## src/rtl/inst_fetch_ctrl_pkg.sv

```systemverilog
// Shared constants and types for the instruction-fetch controller.
package inst_fetch_ctrl_pkg;

    // Bus widths and the zero word.
    localparam int unsigned RegBusW      = 32;
    localparam int unsigned InstBusW     = 32;
    localparam int unsigned InstAddrBusW = 32;
    localparam logic [InstBusW-1:0] ZeroWord = 32'h0000_0000;

    // Width of the saturating REQ-cycle counter.
    localparam int unsigned CntW = 10;

    // Fetch FSM encoding: IDLE = 0, REQ = 1, FILL = 2.
    typedef enum logic [1:0] {
        StIdle = 2'd0,
        StReq  = 2'd1,
        StFill = 2'd2
    } fetch_state_e;

    // A fetch address must be word aligned.
    function automatic logic is_misaligned(input logic [1:0] lsb);
        return lsb != 2'b00;
    endfunction

endpackage

```

## src/rtl/inst_fetch_ctrl_if.sv

```systemverilog
// Request/acknowledge instruction bus between the fetch controller and memory.
interface inst_fetch_ctrl_if;
    import inst_fetch_ctrl_pkg::*;

    logic                    bus_req;
    logic [InstAddrBusW-1:0] bus_addr;
    logic                    bus_ack;
    logic [InstBusW-1:0]     bus_rdata;

    modport master (
        output bus_req,
        output bus_addr,
        input  bus_ack,
        input  bus_rdata
    );

    modport slave (
        input  bus_req,
        input  bus_addr,
        output bus_ack,
        output bus_rdata
    );

endinterface

```

## src/rtl/fetch_line_buf.sv

```systemverilog
// One-entry fetch buffer: valid/address/data registers and the hit compare.
module fetch_line_buf
    import inst_fetch_ctrl_pkg::*;
(
    input  logic                    clk_i,
    input  logic                    rst_ni,
    input  logic                    ce_i,
    input  logic [InstAddrBusW-1:0] addr_i,
    output logic                    hit_o,
    output logic [InstBusW-1:0]     data_o,
    input  logic                    wr_en_i,
    input  logic [InstAddrBusW-1:0] wr_addr_i,
    input  logic [InstBusW-1:0]     wr_data_i
);

    logic                    valid_q, valid_d;
    logic [InstAddrBusW-1:0] addr_q, addr_d;
    logic [InstBusW-1:0]     data_q, data_d;

    // Next-state: a write loads the entry and marks it valid.
    always_comb begin
        valid_d = valid_q;
        addr_d  = addr_q;
        data_d  = data_q;
        if (wr_en_i) begin
            valid_d = 1'b1;
            addr_d  = wr_addr_i;
            data_d  = wr_data_i;
        end
    end

    // Entry registers; reset invalidates the buffer.
    always_ff @(posedge clk_i or negedge rst_ni) begin
        if (!rst_ni) begin
            valid_q <= 1'b0;
            addr_q  <= '0;
            data_q  <= ZeroWord;
        end else begin
            valid_q <= valid_d;
            addr_q  <= addr_d;
            data_q  <= data_d;
        end
    end

    assign hit_o  = ce_i && valid_q && (addr_q == addr_i);
    assign data_o = data_q;

endmodule

```

## src/rtl/inst_fetch_ctrl.sv

```systemverilog
// Instruction-fetch controller: turns the core's single-cycle ROM port into
// req/ack bus reads, serving repeats of the last word from a one-entry buffer.
module inst_fetch_ctrl
    import inst_fetch_ctrl_pkg::*;
#(
    parameter int unsigned          TIMEOUT_CYC = 255,
    parameter logic [InstBusW-1:0]  NOP_WORD    = 32'h0000_0000
) (
    input  logic                    clk,
    input  logic                    rst,
    input  logic                    rom_ce_i,
    input  logic [InstAddrBusW-1:0] rom_addr_i,
    output logic [InstBusW-1:0]     rom_data_o,
    output logic                    stall_req_o,
    output logic                    fetch_err_o,
    inst_fetch_ctrl_if.master       bus
);

    // Timeout fires in the REQ cycle whose counter value is TIMEOUT_CYC-1,
    // i.e. after exactly TIMEOUT_CYC cycles of request without ack.
    localparam logic [CntW-1:0] TimeoutLast = CntW'(TIMEOUT_CYC - 1);
    localparam logic [CntW-1:0] CntMax      = '1;

    fetch_state_e            state_q, state_d;
    logic [CntW-1:0]         cnt_q, cnt_d;
    logic                    req_q, req_d;
    logic [InstAddrBusW-1:0] addr_q, addr_d;
    logic                    err_q, err_d;

    logic                    hit;
    logic [InstBusW-1:0]     buf_data;
    logic                    wr_en;
    logic [InstAddrBusW-1:0] wr_addr;
    logic [InstBusW-1:0]     wr_data;
    logic                    miss;

    fetch_line_buf u_line_buf (
        .clk_i     (clk),
        .rst_ni    (rst),
        .ce_i      (rom_ce_i),
        .addr_i    (rom_addr_i),
        .hit_o     (hit),
        .data_o    (buf_data),
        .wr_en_i   (wr_en),
        .wr_addr_i (wr_addr),
        .wr_data_i (wr_data)
    );

    // Core-facing outputs are combinational so hits cost zero cycles.
    always_comb begin
        miss        = rom_ce_i && !hit;
        rom_data_o  = hit ? buf_data : ZeroWord;
        stall_req_o = miss;
    end

    // Fetch FSM next-state, counter, bus request and buffer write control.
    always_comb begin
        state_d = state_q;
        cnt_d   = cnt_q;
        req_d   = req_q;
        addr_d  = addr_q;
        err_d   = err_q;
        wr_en   = 1'b0;
        wr_addr = addr_q;
        wr_data = NOP_WORD;

        unique case (state_q)
            StIdle: begin
                if (miss) begin
                    if (is_misaligned(rom_addr_i[1:0])) begin
                        // Misaligned fetch never reaches the bus; deliver a NOP.
                        wr_en   = 1'b1;
                        wr_addr = rom_addr_i;
                        wr_data = NOP_WORD;
                        err_d   = 1'b1;
                    end else begin
                        addr_d  = rom_addr_i;
                        req_d   = 1'b1;
                        cnt_d   = '0;
                        state_d = StReq;
                    end
                end
            end
            StReq: begin
                if (cnt_q != CntMax) begin
                    cnt_d = cnt_q + CntW'(1);
                end
                // Ack has priority over a simultaneous timeout.
                if (bus.bus_ack) begin
                    wr_en   = 1'b1;
                    wr_addr = addr_q;
                    wr_data = bus.bus_rdata;
                    req_d   = 1'b0;
                    state_d = StFill;
                end else if (cnt_q >= TimeoutLast) begin
                    wr_en   = 1'b1;
                    wr_addr = addr_q;
                    wr_data = NOP_WORD;
                    err_d   = 1'b1;
                    req_d   = 1'b0;
                    state_d = StFill;
                end
            end
            StFill: begin
                state_d = StIdle;
            end
            default: begin
                state_d = StIdle;
            end
        endcase
    end

    // FSM and bus-side registers; async reset drops the request immediately.
    always_ff @(posedge clk or negedge rst) begin
        if (!rst) begin
            state_q <= StIdle;
            cnt_q   <= '0;
            req_q   <= 1'b0;
            addr_q  <= '0;
            err_q   <= 1'b0;
        end else begin
            state_q <= state_d;
            cnt_q   <= cnt_d;
            req_q   <= req_d;
            addr_q  <= addr_d;
            err_q   <= err_d;
        end
    end

    assign bus.bus_req  = req_q;
    assign bus.bus_addr = addr_q;
    assign fetch_err_o  = err_q;

endmodule

```

## src/flat_wrapper.sv

```systemverilog
// flat-port wrapper written by rule: the top's interface ports become plain ports
module inst_fetch_ctrl_flat import inst_fetch_ctrl_pkg::*;
#(
    parameter int unsigned          TIMEOUT_CYC = 255,
    parameter logic [InstBusW-1:0]  NOP_WORD    = 32'h0000_0000
)
  (clk, rst, rom_ce_i, rom_addr_i, rom_data_o, stall_req_o, fetch_err_o, bus_bus_req, bus_bus_addr, bus_bus_ack, bus_bus_rdata);
  inst_fetch_ctrl_if bus_i ();
  input  logic clk;
  input  logic rst;
  input  logic rom_ce_i;
  input  logic [InstAddrBusW-1:0] rom_addr_i;
  output logic [InstBusW-1:0] rom_data_o;
  output logic stall_req_o;
  output logic fetch_err_o;
  output wire logic [$bits(bus_i.bus_req)-1:0] bus_bus_req;
  output wire logic [$bits(bus_i.bus_addr)-1:0] bus_bus_addr;
  input wire logic [$bits(bus_i.bus_ack)-1:0] bus_bus_ack;
  input wire logic [$bits(bus_i.bus_rdata)-1:0] bus_bus_rdata;
  assign bus_bus_req = bus_i.bus_req;
  assign bus_bus_addr = bus_i.bus_addr;
  assign bus_i.bus_ack = bus_bus_ack;
  assign bus_i.bus_rdata = bus_bus_rdata;
  inst_fetch_ctrl #(.TIMEOUT_CYC(TIMEOUT_CYC), .NOP_WORD(NOP_WORD)) u_core (.clk(clk), .rst(rst), .rom_ce_i(rom_ce_i), .rom_addr_i(rom_addr_i), .rom_data_o(rom_data_o), .stall_req_o(stall_req_o), .fetch_err_o(fetch_err_o), .bus(bus_i));
endmodule
```

## config.mk

```make
export PLATFORM = sky130hd
export DESIGN_NAME = inst_fetch_ctrl_flat
export DESIGN_NICKNAME = d
export VERILOG_FILES = /design/src/rtl/inst_fetch_ctrl_pkg.sv /design/src/rtl/inst_fetch_ctrl_if.sv /design/src/rtl/fetch_line_buf.sv /design/src/rtl/inst_fetch_ctrl.sv /design/src/flat_wrapper.sv
export SDC_FILE = /design/constraint.sdc
export NUM_CORES = 1
export LEC_CHECK = 0
export BUFFER_PORTS_ARGS = -buffer_cell sky130_fd_sc_hd__buf_2
export CORE_AREA = 2 2 103 105
export DETAILED_ROUTE_END_ITERATION = 10
export DIE_AREA = 0 0 105 107
export GPL_ROUTABILITY_DRIVEN = 0
export PLACE_DENSITY = 0.79
export SYNTH_ARGS = -nofsm -noshare
export SYNTH_HDL_FRONTEND = slang
export SYNTH_SLANG_ARGS = --single-unit
```

## constraint.sdc

```tcl
create_clock -name clk -period 3.3 [get_ports clk]
set_input_delay 0.33 -clock clk [delete_from_list [all_inputs] [get_ports clk]]
set_output_delay 0.33 -clock clk [all_outputs]
set_load 0.005 [all_outputs]
```

==> results.env <==
DIE_HEIGHT_UM=107
CTS_TREE='done'
YOSYS_REGISTER_BITS=111
SLEW-LIMIT-HEADROOM_PCT=49.20
YOSYS.CELL_COUNT.TOP_TYPE='dfrtp_1'
LARGEST_FAMILY_OF_LOGIC_CELLS_BY_SYNTHESIZED_AREA='simple AND/OR/NAND/NOR gates'
FMAX_MHz=330.7
ANTENNA_FOUND_INITIAL=1
DETAILED_PLACE_HPWL_MM=8.592
CRITICAL_PATH.ENDPOINT='stall_req_o'
P_TOTAL_mW=4.067
MUXSHAREOFSYNTHAREA_PCT=12.71
DRIVE_GT1_SHARE_PCT=34.08
GLOBALROUTEOVERFLOWTOTAL=0
CORE-AREA_SQ_UM=10090
PWR_DENSITY_CELL_nW_PER_UM2=651.2
KIND_OF_PATH_BEHIND_THE_TIGHTEST_HOLD_CHECK='in -> reg'
SYNTH_ENABLE_FLOP_CELLS=0
GR-USAGE-ALL-LAYERS_PCT=22.34
CTS-RESIZED-GATES=0
SYNTH_SIMPLE_GATE_AREA_SHARE_PCT=12.90
TIMING.FINAL.HOLD_VIOLATIONS=0
POST-ROUTE-CELL-AREA_SQ_UM=6246
SYNTH.LARGEST_AREA_CELL='dfrtp_1'
SYNTH.CELLS.MOST_FREQUENT='dfrtp_1 (111), nand3_1 (37), and2_1 (34)'
STATUS='complete, no violations'
FINAL-SETUP-VIOL-COUNT=0
AVGROUTEDWIREPERCELL_UM=17.22
DRT-PASS1-ITER-COUNT=5
CELL_DEPTH_OF_THE_WORST_FLOP_TO_FLOP_PATH=7
IOS=135
PERIOD_UTILIZATION_POST_ROUTE_PCT=91.65
SLEW_VIOLATIONS=0
PORT-BUFFER-COUNT=134
ROUTE.DETAILED.DRC=0
POST_DRT_VIA_CELL_RATIO=5.584
CLOCK_SKEW_PS=11.65
ASYNC_RESET_FF_SHARE_PCT=100.0
SYNTH-WARNING-COUNT=0
CTS-HTREE-LEVELS=3
SYNTH.LIB_CELLS_USED.DISTINCT=45
DRV.MAX_CAP_VIOLATION_COUNT=0
CRITICAL_R2R_CAPTURE='u_core.u_line_buf.data_o[19]'
POST_LAYOUT_UTILIZATION_OF_THE_CORE_PCT=61.89
CTS-ROOT-BUF='clkbuf_8'
SYNTH_TOP_AREA_SHARE_PCT=52.84
DETAILEDROUTE.FIRSTITERATIONVIOLATIONS=225
CLK_PIN_SLEW_PS=100
TIMING.SETUP.TNS_PS=0
SETUP.REG_TO_REG.WORST_SLACK_PS=530
GRT_START_MAX_NET_PINS=88
ROUTED_WIRELENGTH_MM=12.37
SYNTH.YOSYS.SEQ_AREA_SHARE_PCT=52.84
TRITONCTS_BUFFERS=9
YS.FLOP_TYPE='dfrtp_1'
SETUP.WORST_PATH.START_CLASS='flop'
YOSYS.AREA_SHARE.XOR_XNOR_PCT=5.332
NETLIST_TOP_CELLS_AREA='dfrtp_1 (53%), mux2_2 (6.4%), mux2i_1 (6.3%)'
PATH_MAX_FANOUT=35
SYNTH_AREA_IN_COMPOUND_GATES_PCT=11.69
FIRST_GLOBAL_VIAS=4032
LAYOUT-AREA-OVERHEAD-VS-SYNTH_PCT=18.83
CRITICALPATHCATEGORY='reg -> out'
CRITICAL_PATH.REG2REG.STARTPOINT='u_core.u_line_buf.addr_q[5]'
FLOORPLAN.ROWS=37
PERIOD_MINUS_SLACK_PS=3024
CLOCK_LATENCY_PS=370
PLACEMENT.CELL_AREA_SQ_UM=6012
POST_SYNTH_INST_COUNT=451
CLOCK_PATH_BUFFERS=2
ROUTED-VIA-COUNT=4009
CRIT_ARRIVAL_PS=2690
IRDROPWORSTVDD_uV=312.2
CTS.REPAIR_TIMING.SETUP_BUFFER_COUNT=0
LAUNCHING_ELEMENT_OF_THE_WORST_SETUP_PATH='u_core.u_line_buf.addr_q[5]'
SYN-NUM-NETS=521
POST_ROUTE_ANT_NETS=0
INITIAL_UTIL_PCT=52.08
NETLIST_AREA_SQ_UM=5256
CTS.SINKS=111
RSZ_0062_RAISED_AFTER_GLOBAL_ROUTING='no'
FIN_NETS=646
WORSTPATHREQUIRED_PS=2970
SYN_AREA_PER_CELL_SQ_UM=11.65
FLOORPLAN.DIE.WIDTH_UM=105
WHS_PS=166.0
DIEAREA_SQ_UM=11240
ENDPOINT_KIND='output port'
GRT_PASS1_WL_MM=19.76
P_LEAK_nW=2.932
WORST-SLEW-PIN-TRANSITION_PS=761.2
SYNTH-ADDER-AREA-SHARE_PCT=0.4761
==> critical path: stages (launching register included) <==
cell	delay [ps]
dfrtp_1	410
xnor2_1	240
nand4_1	170
or4_4	460
or4_4	670
and2_1	250
buf_2	120
==> routing by layer <==
layer  share of wire [%]  global-route usage, %
met5                   0                      0
met4                 2.6                  9.429
met3                 4.4                  5.228
met2                  49                  35.85
met1                  44                  29.28
==> state kept, by name (all words and copies together) (netlist names) <==
signal,flops
u_core.bus.bus_req,1
u_core.u_line_buf.valid_q,1
u_core.bus.bus_addr,32
u_core.cnt_q,10
u_core.u_line_buf.data_o,32
u_core.fetch_err_o,1
u_core.state_q,2
u_core.u_line_buf.addr_q,32
==> per-stage QoR <==
step,worst slack [ps],cells
floorplan,1040,451
global placement,553.6,700
detailed placement,494.5,700
CTS,269.3,717
global route,129.8,717
finish,275.7,718
==> how the worst min path moves through the flow <==
stage / cells after the start / to / from / slack [ps]
global route: 2 / u_core.u_line_buf.data_o[25] / bus_bus_rdata[25] / 150
detailed placement: 1 / u_core.bus.bus_addr[25] / rst / 260
floorplan: 0 / u_core.bus.bus_addr[0] / rst / 30
finish: 2 / u_core.u_line_buf.data_o[8] / bus_bus_rdata[8] / 170
CTS: 2 / u_core.u_line_buf.data_o[25] / bus_bus_rdata[25] / 150
global placement: 1 / u_core.bus.bus_addr[25] / rst / 250
==> logic make-up after synthesis <==
logic type | after synthesis
simple gates | 117
flops | 111
compound gates | 87
mux | 63
buf+inv | 39
xor+xnor | 32
fa+ha+maj | 2
==> power breakdown <==
part,switching (mW),internal (mW),leakage [nW]
logic,0.549,0.567,1.43
clock network,0.469,0.429,0.105
registers,0.300,1.75,1.40
total,1.32,2.75,2.93
==> area by class of cell <==
type | instances | area [sq um]
Antenna cell | 1 | 2.502
Clock buffer | 9 | 123.9
Clock inverter | 7 | 97.59
Fill cell | 849 | 3846
Inverter | 10 | 37.54
Multi-Input combinational cell | 301 | 2268
Sequential cell | 111 | 2778
Tap cell | 136 | 170.2
Timing Repair Buffer | 143 | 768.2
==> repair_timing <==
action / CTS / global route
endpoints found under the setup margin: 0 / 0
hold buffers: 1 / 0
endpoints found under the hold margin: 24 / 0
==> placed cells by master (no fill, tap or decap), types with 2 or more instances in the layout <==
| cell type | count |
|---|---|
| buf_2 | 133 |
| dfrtp_1 | 111 |
| nand3_1 | 37 |
| and2_1 | 34 |
| mux2i_1 | 33 |
| a22o_1 | 32 |
| mux2_2 | 30 |
| o21ai_0 | 24 |
| xnor2_1 | 16 |
| xor2_1 | 16 |
| o21ai_1 | 13 |
| inv_1 | 9 |
| clkbuf_8 | 9 |
| nor2_1 | 8 |
| nand2_1 | 7 |
| buf_4 | 7 |
| nor3_1 | 5 |
| nor4_1 | 4 |
| nor2b_1 | 4 |
| o211ai_1 | 4 |
| nand4_1 | 3 |
| or4_1 | 3 |
| or4_4 | 2 |
| nand2b_1 | 2 |
| a31oi_1 | 2 |
| and4_1 | 2 |
| o21bai_1 | 2 |
| ha_1 | 2 |
| clkinv_4 | 2 |
| bufinv_16 | 2 |
| clkinvlp_4 | 2 |
| buf_12 | 2 |
Power figures use the tool's default switching activity.
